[config.mk]
export PLATFORM = sky130hd
export DESIGN_NAME = serial_adder_ctrl_flat
export DESIGN_NICKNAME = d
export VERILOG_FILES = /design/src/rtl/serial_adder_ctrl_if.sv /design/src/rtl/serial_adder_ctrl.sv /design/src/flat_wrapper.sv
export SDC_FILE = /design/constraint.sdc
export NUM_CORES = 1
export LEC_CHECK = 0
export BUFFER_PORTS_ARGS = -buffer_cell sky130_fd_sc_hd__buf_2
export CAP_MARGIN = 20
export CORE_UTILIZATION = 35
export DETAILED_ROUTE_END_ITERATION = 6
export GPL_ROUTABILITY_DRIVEN = 0
export PLACE_DENSITY_LB_ADDON = 0.05
export SLEW_MARGIN = 20
export SYNTH_ARGS = -nofsm -noshare
export SYNTH_HDL_FRONTEND = slang
export SYNTH_HIERARCHICAL = 1
export SYNTH_SLANG_ARGS = --single-unit
[constraint.sdc]
create_clock -name clk -period 2.95 [get_ports clk]
set_input_delay 0 -clock clk [delete_from_list [all_inputs] [get_ports clk]]
set_output_delay 0 -clock clk [all_outputs]
set_load 0.01 [all_outputs]
[src/rtl/serial_adder_ctrl_if.sv]
// Handshake and data bundle for the bit-serial adder controller.
// The master side issues start/operands; the slave side returns status and result.
interface serial_adder_ctrl_if #(
  parameter int unsigned WIDTH = 8
);
  logic             start;
  logic [WIDTH-1:0] a;
  logic [WIDTH-1:0] b;
  logic             cin;
  logic             busy;
  logic             done;
  logic [WIDTH-1:0] sum;
  logic             cout;

  modport master (
    output start, a, b, cin,
    input  busy, done, sum, cout
  );

  modport slave (
    input  start, a, b, cin,
    output busy, done, sum, cout
  );
endinterface

[src/rtl/serial_adder_ctrl.sv]
// Bit-serial adder: one 1-bit full adder sequenced over WIDTH cycles.
// Operands are captured on the accepting edge and shifted out LSB first;
// the partial sum fills from the MSB so the LSB lands at bit 0 after WIDTH shifts.

module full_adder (
  input  logic a,
  input  logic b,
  input  logic cin,
  output logic sum,
  output logic cout
);
  assign sum  = a ^ b ^ cin;
  assign cout = (a & b) | (cin & (a ^ b));
endmodule

module serial_adder_ctrl #(
  parameter int unsigned WIDTH = 8
) (
  input  logic               clk,
  input  logic               rst_n,
  serial_adder_ctrl_if.slave bus
);
  localparam int unsigned CW = (WIDTH > 1) ? $clog2(WIDTH) : 1;
  localparam logic [CW-1:0] CNT_LAST = CW'(WIDTH - 1);

  typedef enum logic [1:0] {
    IDLE  = 2'd0,
    SHIFT = 2'd1,
    DONE  = 2'd2
  } state_t;

  state_t state, state_next;

  logic [WIDTH-1:0] a_sr;
  logic [WIDTH-1:0] b_sr;
  logic [WIDTH-1:0] psum;
  logic [WIDTH-1:0] sum_q;
  logic             carry;
  logic             cout_q;
  logic             busy_q;
  logic             done_q;
  logic [CW-1:0]    cnt;

  logic load;
  logic step;
  logic last;
  logic fa_sum;
  logic fa_cout;

  full_adder u_fa (
    .a    (a_sr[0]),
    .b    (b_sr[0]),
    .cin  (carry),
    .sum  (fa_sum),
    .cout (fa_cout)
  );

  // State register
  always_ff @(posedge clk) begin
    if (!rst_n) state <= IDLE;
    else        state <= state_next;
  end

  // Next-state and datapath control strobes
  always_comb begin
    state_next = state;
    load       = 1'b0;
    step       = 1'b0;
    last       = 1'b0;
    unique case (state)
      IDLE: begin
        if (bus.start) begin
          load       = 1'b1;
          state_next = SHIFT;
        end
      end
      SHIFT: begin
        step = 1'b1;
        if (cnt == CNT_LAST) begin
          last       = 1'b1;
          state_next = DONE;
        end
      end
      DONE:    state_next = IDLE;
      default: state_next = IDLE;
    endcase
  end

  // Operand shift registers, carry, partial sum and bit counter
  always_ff @(posedge clk) begin
    if (!rst_n) begin
      a_sr  <= '0;
      b_sr  <= '0;
      psum  <= '0;
      carry <= 1'b0;
      cnt   <= '0;
    end else if (load) begin
      a_sr  <= bus.a;
      b_sr  <= bus.b;
      psum  <= '0;
      carry <= bus.cin;
      cnt   <= '0;
    end else if (step) begin
      a_sr  <= {1'b0, a_sr[WIDTH-1:1]};
      b_sr  <= {1'b0, b_sr[WIDTH-1:1]};
      psum  <= {fa_sum, psum[WIDTH-1:1]};
      carry <= fa_cout;
      // Return to zero on the final shift so cnt never passes WIDTH-1
      // for widths that are not a power of two.
      cnt   <= last ? '0 : cnt + CW'(1);
    end
  end

  // Result registers: updated only on the edge entering DONE
  always_ff @(posedge clk) begin
    if (!rst_n) begin
      sum_q  <= '0;
      cout_q <= 1'b0;
    end else if (last) begin
      sum_q  <= {fa_sum, psum[WIDTH-1:1]};
      cout_q <= fa_cout;
    end
  end

  // Registered status flags derived from the upcoming state
  always_ff @(posedge clk) begin
    if (!rst_n) begin
      busy_q <= 1'b0;
      done_q <= 1'b0;
    end else begin
      busy_q <= (state_next != IDLE);
      done_q <= (state_next == DONE);
    end
  end

  assign bus.busy = busy_q;
  assign bus.done = done_q;
  assign bus.sum  = sum_q;
  assign bus.cout = cout_q;
endmodule

[src/flat_wrapper.sv]
// flat-port wrapper written by rule: the top's interface ports become plain ports
module serial_adder_ctrl_flat 
#(
  parameter int unsigned WIDTH = 8
)
  (clk, rst_n, bus_start, bus_a, bus_b, bus_cin, bus_busy, bus_done, bus_sum, bus_cout);
  serial_adder_ctrl_if #(.WIDTH(WIDTH)) bus_i ();
  input  logic clk;
  input  logic rst_n;
  input wire logic [$bits(bus_i.start)-1:0] bus_start;
  input wire logic [$bits(bus_i.a)-1:0] bus_a;
  input wire logic [$bits(bus_i.b)-1:0] bus_b;
  input wire logic [$bits(bus_i.cin)-1:0] bus_cin;
  output wire logic [$bits(bus_i.busy)-1:0] bus_busy;
  output wire logic [$bits(bus_i.done)-1:0] bus_done;
  output wire logic [$bits(bus_i.sum)-1:0] bus_sum;
  output wire logic [$bits(bus_i.cout)-1:0] bus_cout;
  assign bus_i.start = bus_start;
  assign bus_i.a = bus_a;
  assign bus_i.b = bus_b;
  assign bus_i.cin = bus_cin;
  assign bus_busy = bus_i.busy;
  assign bus_done = bus_i.done;
  assign bus_sum = bus_i.sum;
  assign bus_cout = bus_i.cout;
  serial_adder_ctrl #(.WIDTH(WIDTH)) u_core (.clk(clk), .rst_n(rst_n), .bus(bus_i));
endmodule
==> results.json, run 1 <==
{
  "outcome": "completed",
  "synth_edf_count": 0,
  "final_nets": 227,
  "cap_violations": 0,
  "yosys-top-cells-area": "dfxtp_1 49%, o221ai_2 8.3%, nor2_1 7.4%, nand2_1 6.0%, a21boi_0 4.6%",
  "clock_latency_ps": 280,
  "avgSynthCellArea_um2": 9.38,
  "finalCriticalPeriod_ps": 1730,
  "yosys_register_bits": 40,
  "yosys.area_share.simple_pct": 21.4,
  "fill_cells": 458,
  "synth_area_um2": 1630,
  "pwr-share-comb_pct": 10.3,
  "timing.rr.start": "u_core/cnt[0]",
  "yosys.cell_types.count": 27,
  "utilization_pct": 43.3,
  "worstReg2RegEnd": "u_core/bus.sum[2]",
  "synth_compound_area_share_pct": 20.8,
  "synth_top_cell_by_area": "dfxtp_1",
  "synth_top_family_by_area": "simple AND/OR/NAND/NOR gates",
  "grt_start_max_net_pins": 31,
  "antenna_found_initial": 0,
  "fin_crit_sh_pct": 58.7,
  "netlist_top_cells_count": "40 x dfxtp_1, 32 x nor2_1, 26 x nand2_1",
  "grt_overflow": 0,
  "die_w_um": 70.3,
  "synth_cells": 174,
  "crit_required_ps": 3120,
  "ir_drop_mv": 0.216,
  "worst-path-max-fanout": 15,
  "hpwl_um": 2130,
  "setup_viol": 0,
  "clock_skew_ps": 5.40,
  "placed_area_um2": 1770,
  "cp.arrival_ps": 1900,
  "cp_top_family": "adder cells",
  "drc": 0,
  "design.die.area_um2": 4940,
  "rows": 24,
  "worst_pin_slew_ps": 813,
  "rsz0062_at_grt": "false",
  "initial_core_util_pct": 37.0,
  "clock-root-buffer": "clkbuf_8",
  "crit_start": "u_core/cnt[0]",
  "min_path_type": "in2reg",
  "core_um2": 4410,
  "cts_max_path_buffers": 2,
  "max_stage_delay_ps": 440,
  "h-tree-depth": 2,
  "slew_headroom_pct": 45.8,
  "swShare_pct": 23.9,
  "drt_iter0_drc": 75,
  "max_freq_mhz": 578,
  "dr.pass1.iters": 4,
  "muxShareOfSynthArea_pct": 0.613,
  "synth_fa_ha_area_share_pct": 2.76,
  "netlist.area_leader.share_pct": 49.0,
  "drt-total-wl_um": 3240,
  "crit_top_cell": "ha_1",
  "synth_most_common_cell": "dfxtp_1",
  "dp_slack_ps": 1170,
  "fin_ws_ps": 1220,
  "synthXorXnorAreaFrac_pct": 0,
  "antenna_cells_inserted": 0,
  "die_h_um": 70.3,
  "worst_setup_path_end_kind": "flip-flop",
  "yosysSeqAreaShare_pct": 49.0,
  "power_frac_seq_pct": 55.0,
  "ff2ff_setup_slack_ps": 1220,
  "vias": 1307,
  "crit_slowest_cell": "ha_1",
  "p_leak_nw": 0.750,
  "worst_hold_path.num_cells": 3,
  "post_cts_buffers": 0,
  "synthArstFlopShare_pct": 0,
  "cts_tree": "done",
  "power.switching_uw": 253,
  "cts_sinks": 40,
  "critPathLaunchType": "flip-flop",
  "wl_per_cell_um": 12.6,
  "area_growth_pct": 17.0,
  "internal_power_uw": 803,
  "fin_setup_tns_ps": 0,
  "path_cells": "ha_1 -> ha_1 -> nand3b_1 -> nand2_1 -> a21boi_0",
  "path_buf_inv": 0,
  "cts-buffers-inserted": 5,
  "reg2regPathDepth": 5,
  "hold_slack_ps": 5.86,
  "power_density_nw_per_um2": 552,
  "yosysWarningCount": 6,
  "hp-start": "bus_a[2]",
  "postRouteAntennaNets": 0,
  "drive_gt1_share_pct": 23.4,
  "via_per_inst": 5.09,
  "grt_pass1_wl_um": 5640,
  "grt_util_all_layers_pct": 14.3,
  "power_frac_clock_pct": 34.8,
  "clk_pin_slew_ps": 70,
  "synthesis.nets": 197,
  "grt_pass1_vias": 1250,
  "slew_violations": 0,
  "hold_violations": 0,
  "crit_type": "reg2reg",
  "final_area_um2": 1910,
  "min_to": "u_core/a_sr[2]",
  "synth_flop_cell": "dfxtp_1",
  "io_pins": 31,
  "numPortBuffers": 30
}
-- final cells by class --
type | instances | area (um2) | area share [%]
repair buffers | 36 | 208 | 10.9
multi-input cells | 121 | 747 | 39.1
flip-flops and latches | 40 | 801 | 41.9
well taps | 52 | 65.1 | 3.41
clock buffers | 8 | 90.1 | 4.72
-- per-stage QoR --
stage                     power, mW  instances
after floorplan               0.674        174
after global placement        0.694        244
after detailed placement      0.698        244
after CTS                      1.07        257
after global routing           1.12        257
final                          1.06        257
-- worst min-delay path: stages --
cell	delay, ps
buf_2	90
o221ai_2	80
nor2_1	90
-- power by group through the flow --
| stage | Combinational, mW | Sequential [mW] | Clock, mW |
|---|---|---|---|
| after floorplan | 0.0855 | 0.589 | 0 |
| after global placement | 0.102 | 0.592 | 0 |
| after detailed placement | 0.105 | 0.593 | 0 |
| after CTS | 0.110 | 0.580 | 0.385 |
| after global routing | 0.122 | 0.583 | 0.412 |
| final | 0.108 | 0.580 | 0.367 |
-- logic make-up (layout without fill, tap and decap cells) --
kind of cell	Yosys count	after routing
fa+ha+maj	3	3
mux	1	1
compound gates	38	38
buf+inv	13	44
simple gates	79	79
flops	40	40
-- worst max path at each step --
stage / end / slack, ps / depth (start not counted)
after detailed placement: u_core/b_sr[0] / 1170 / 3
final: u_core/bus.sum[2] / 1220 / 5
after global routing: u_core/bus.sum[0] / 1030 / 5
after CTS: u_core/b_sr[0] / 1170 / 3
after floorplan: u_core/a_sr[0] / 1580 / 6
after global placement: u_core/b_sr[0] / 1200 / 3
-- routing by layer --
layer	up-vias	routed length (um)	track usage, %
met3	2	143	4.33
met2	31	1620	24.3
met1	614	1460	17.1
li1	660	-	-
met5	-	0	0
met4	0	13	4.67
-- layout by cell type, fill, tap and decap left out, drive strengths merged, types with 2 or more instances in the layout --
cell / n
a21boi: 10
a21oi: 9
a22oi: 2
and3: 2
buf: 31
clkbuf: 8
dfxtp: 40
dlygate4sd3: 5
ha: 2
nand2: 27
nand3: 9
nand3b: 2
nor2: 32
nor2b: 3
o221ai: 15
-- what timing repair did --
action | 4_1_cts | 5_1_grt
gates resized for setup | 0 | 0
hold buffers | 5 | 0
hold endpoints to repair | 5 | 0
-- flip-flops by register name, indices dropped and copies added, names as in the netlist --
| signal | count |
|---|---|
| u_core/state | 2 |
| u_core/a_sr | 8 |
| u_core/cnt | 3 |
| u_core/bus.busy | 1 |
| u_core/bus.done | 1 |
| u_core/b_sr | 8 |
| u_core/bus.sum | 8 |
| u_core/carry | 1 |
| u_core/psum | 7 |
| u_core/bus.cout | 1 |
Power figures use the tool's default switching activity.
==> inputs of run 2 (changes only) <==
==> constraint.sdc (replaced) <==
create_clock -name clk -period 1.45 [get_ports clk]
set_input_delay 0 -clock clk [delete_from_list [all_inputs] [get_ports clk]]
set_output_delay 0 -clock clk [all_outputs]
set_load 0.01 [all_outputs]
==> results.json, run 2 (same netlist as run 1, synthesis figures left out) <==
{
  "worst_setup_path_end_kind": "flip-flop",
  "grt_pass1_wl_um": 5920,
  "crit_type": "reg2reg",
  "clock_latency_ps": 280,
  "antenna_cells_inserted": 0,
  "finalCriticalPeriod_ps": 1360,
  "grt_start_max_net_pins": 22,
  "cap_violations": 0,
  "worst-path-max-fanout": 14,
  "slew_violations": 0,
  "rows": 24,
  "fin_setup_tns_ps": 0,
  "setup_viol": 0,
  "h-tree-depth": 2,
  "final_common_cell": "dfxtp_1",
  "clock_skew_ps": 7.89,
  "die_w_um": 70.3,
  "area_growth_pct": 24.7,
  "vias": 1367,
  "postRouteAntennaNets": 0,
  "fin_cells": 271,
  "wl_per_cell_um": 12.7,
  "critPathLaunchType": "flip-flop",
  "via_per_inst": 5.04,
  "drive_gt1_share_pct": 27.4,
  "max_freq_mhz": 735,
  "worst_pin_slew_ps": 338,
  "power_density_nw_per_um2": 1070,
  "initial_core_util_pct": 37.0,
  "dr.pass1.iters": 4,
  "rsz0062_at_grt": "false",
  "ff2ff_setup_slack_ps": 90,
  "placed_cells": 253,
  "cts-buffers-inserted": 5,
  "hpwl_um": 2380,
  "clock-root-buffer": "clkbuf_8",
  "core_um2": 4410,
  "fin_crit_sh_pct": 93.8,
  "antenna_found_initial": 0,
  "layout_common_cells": "40 x dfxtp_1, 32 x nor2_1, 30 x buf_2",
  "io_pins": 31,
  "cts_sinks": 40,
  "min_path_type": "in2reg",
  "grt_overflow": 0,
  "drc": 0,
  "grt_pass1_vias": 1326,
  "crit_required_ps": 1620,
  "design.die.area_um2": 4940,
  "p_leak_nw": 0.826,
  "final_nets": 241,
  "cts_tree": "done",
  "ir_drop_mv": 0.581,
  "hold_violations": 0,
  "drt_iter0_drc": 35,
  "cp.arrival_ps": 1530,
  "fin_ws_ps": 89.7,
  "numPortBuffers": 30,
  "dp_slack_ps": 66.8,
  "slew_headroom_pct": 77.5,
  "clk_pin_slew_ps": 80,
  "cts_max_path_buffers": 2,
  "drt-total-wl_um": 3440,
  "grt_util_all_layers_pct": 15.0,
  "die_h_um": 70.3,
  "outcome": "completed",
  "fill_cells": 436
}
## run 2: cell count changes in the layout (fill, tap and decap cells not counted), sizes merged
cell,change
clkbuf,-2
dlygate4sd3,+3
buf,+11
clkinv,+2
## run 2: area by class of cell
cell class	instances	area (um2)	share of cell area [%]
clock buffers	6	82.6	4.06
well taps	52	65.1	3.20
flip-flops and latches	40	801	39.3
clock inverters	2	10.0	0.492
repair buffers	50	333	16.3
multi-input cells	121	744	36.6
## run 2: timing repair
| action | in CTS | in global routing |
|---|---|---|
| gates resized for setup | 0 | 0 |
| hold buffers | 8 | 0 |
| hold endpoints to repair | 8 | 0 |
| buffers inserted | 0 | 2 |
| endpoints found under the setup margin | 0 | 7 |
## run 2: worst paths after layout
path / from / to / cells past startpoint
setup / recovery: u_core/state[0] / u_core/b_sr[0] / 4
hold / removal: bus_a[3] / u_core/a_sr[3] / 3
setup reg to reg: u_core/state[0] / u_core/b_sr[0] / 4
hold reg to reg: u_core/bus.sum[5] / u_core/bus.sum[5] / 2
## run 2: worst max-delay path, stage by stage, from the launching register on
cell	delay, ps
dfxtp_1	310
or3b_1	460
buf_12	200
o221ai_1	200
nor2_1	70
## run 2: per-layer routing
metal / global-route usage, % / routed length (um)
met4: 6.00 / 19
met1: 17.2 / 1570
met3: 3.46 / 121
met2: 26.7 / 1730
met5: 0 / 0
## run 2: power by group
part           internal (mW)  total, mW  switching, mW  leakage, nW
Clock                  0.380      0.753          0.373       0.0510
Combinational          0.122      0.255          0.133        0.448
Sequential              1.15       1.18         0.0297        0.327
Total                   1.65       2.19          0.536        0.826
## run 2: stage by stage
step | total power [mW] | hold WS (ps) | instance area [um2] | utilization (%)
CTS | 2.22 | 0.167 | 2020 | 45.8
finish | 2.19 | 6.58 | 2040 | 46.1
detailed placement | 1.45 | 291 | 1850 | 41.9
global route | 2.31 | 7.98 | 2040 | 46.1
floorplan | 1.37 | 138 | 1630 | -
global placement | 1.44 | 284 | 1850 | 41.9
==> inputs of run 3 (changes only) <==
--- a/config.mk
+++ b/config.mk
@@ -7,9 +7,10 @@
 export LEC_CHECK = 0
 export BUFFER_PORTS_ARGS = -buffer_cell sky130_fd_sc_hd__buf_2
 export CAP_MARGIN = 20
-export CORE_UTILIZATION = 35
+export CORE_UTILIZATION = 48
 export DETAILED_ROUTE_END_ITERATION = 6
 export GPL_ROUTABILITY_DRIVEN = 0
+export MAX_ROUTING_LAYER = met4
 export PLACE_DENSITY_LB_ADDON = 0.05
 export SLEW_MARGIN = 20
 export SYNTH_ARGS = -nofsm -noshare
==> results.json, run 3 (same netlist as run 1, synthesis figures left out) <==
{
  "fin_crit_sh_pct": 92.0,
  "wl_per_cell_um": 11.5,
  "grt_start_max_net_pins": 24,
  "grt_busiest_layer": "met2",
  "worst_setup_path_end_kind": "flip-flop",
  "ff2ff_setup_slack_ps": 120,
  "max_stage_delay_ps": 410,
  "vias": 1389,
  "grt_overflow": 0,
  "final_nets": 247,
  "fin_cells": 269,
  "drive_gt1_share_pct": 25.3,
  "p_leak_nw": 0.856,
  "grtUsageMet1_pct": 23.1,
  "clock_latency_ps": 350,
  "outcome": "completed",
  "path_cells": "or3b_1 -> buf_12 -> o221ai_1 -> nor2_1",
  "crit_start": "u_core/state[1]",
  "crit_required_ps": 1700,
  "critPathLaunchType": "flip-flop",
  "pwr-share-comb_pct": 11.9,
  "power.switching_uw": 512,
  "utilization_pct": 67.4,
  "clock-root-buffer": "clkbuf_4",
  "internal_power_mw": 1.74,
  "max_freq_mhz": 750,
  "cts_tree": "done",
  "rows": 20,
  "rsz0062_at_grt": "false",
  "grt_pass1_wl_um": 5540,
  "io_pins": 31,
  "hpwl_um": 2120,
  "fin_setup_tns_ps": 0,
  "h-tree-depth": 2,
  "slew_headroom_pct": 71.9,
  "worst_pin_slew_ps": 421,
  "layout_common_cells": "40 x dfxtp_1, 32 x nor2_1, 30 x buf_2",
  "initial_core_util_pct": 52.2,
  "grt_pass1_vias": 1327,
  "drc": 0,
  "cap_violations": 0,
  "crit_type": "reg2reg",
  "power_frac_seq_pct": 52.2,
  "clock_skew_ps": 7.01,
  "die_h_um": 60.3,
  "setup_viol": 0,
  "grtUsageMet3_pct": 6.49,
  "postRouteAntennaNets": 0,
  "crit_slowest_cell": "or3b_1",
  "ir_drop_mv": 0.865,
  "placed_cells": 243,
  "cp.arrival_ps": 1580,
  "core_um2": 3130,
  "reg2regPathDepth": 4,
  "antenna_cells_inserted": 0,
  "antenna_found_initial": 0,
  "cts_max_path_buffers": 2,
  "cts_sinks": 40,
  "use_met2_pct": 37.2,
  "min_path_type": "in2reg",
  "worstSetupEndpoint": "u_core/b_sr[0]",
  "via_per_inst": 5.16,
  "clk_pin_slew_ps": 110,
  "cts-buffers-inserted": 5,
  "timing.rr.start": "u_core/state[1]",
  "hold_violations": 0,
  "die_w_um": 60.3,
  "power_frac_clock_pct": 35.9,
  "numPortBuffers": 30,
  "final_common_cell": "dfxtp_1",
  "finalCriticalPeriod_ps": 1330,
  "drt-total-wl_um": 3090,
  "placed_area_um2": 1820,
  "worst-path-max-fanout": 16,
  "grt_util_all_layers_pct": 21.6,
  "area_growth_pct": 29.1,
  "swShare_pct": 22.7,
  "dr.pass1.iters": 5,
  "drt_iter0_drc": 42,
  "slew_violations": 0,
  "worstReg2RegEnd": "u_core/b_sr[0]",
  "p_total_mw": 2.25,
  "fill_cells": 260,
  "power_density_nw_per_um2": 1070,
  "final_area_um2": 2110,
  "design.die.area_um2": 3640
}
run 3: power groups by stage:
stage | Clock, mW | Combinational (mW) | Sequential (mW)
finish | 0.809 | 0.268 | 1.18
global route | 0.876 | 0.305 | 1.18
CTS | 0.835 | 0.269 | 1.18
detailed placement | 0 | 0.234 | 1.20
global placement | 0 | 0.229 | 1.20
floorplan | 0 | 0.174 | 1.20
run 3: final cells by class:
class / count / area (um2) / area share [%]
Clock buffer: 7 / 65.1 / 3.09
Clock inverter: 1 / 30.0 / 1.42
Multi-Input combinational cell: 121 / 744 / 35.3
Sequential cell: 40 / 801 / 38.0
Tap cell: 44 / 55.1 / 2.61
Timing Repair Buffer: 56 / 413 / 19.6
run 3: worst min path at each step:
stage              start         endpoint  slack (ps)  cells past startpoint
3_5_place_dp    bus_a[2]   u_core/a_sr[2]         290                      3
3_3_place_gp    bus_a[0]   u_core/a_sr[0]         280                      3
4_1_cts        bus_start   u_core/a_sr[7]          60                      4
6_report       bus_start   u_core/a_sr[7]          70                      4
5_1_grt        bus_start   u_core/a_sr[7]          70                      4
2_1_floorplan      rst_n  u_core/bus.busy         140                      1
run 3: metal layers:
metal,vias to the layer above,wire length [um]
met1,649,1370
met5,-,0
li1,707,-
met2,26,1550
met3,7,132
met4,0,46
run 3: timing repair:
item / in CTS / in global routing
resized for setup: 0 / 0
buffers inserted: 0 / 1
endpoints found under the setup margin: 0 / 8
endpoints found under the hold margin: 17 / 0
hold buffers: 17 / 0
run 3: worst max-delay path: cells and delay by family, from the launching register on:
kind	cells	cell delay [ps]
buffers and inverters	1	180
AND/OR/NAND/NOR	2	480
AO/OA/AOI/OAI	1	190
flip-flops	1	370
run 3: through the flow:
step | setup slack [ps] | hold slack [ps]
4_1_cts | 79.7 | 60.2
2_1_floorplan | 84.4 | 138
5_1_grt | 30.1 | 66.7
3_3_place_gp | 120 | 281
6_report | 117 | 74.9
3_5_place_dp | 106 | 292
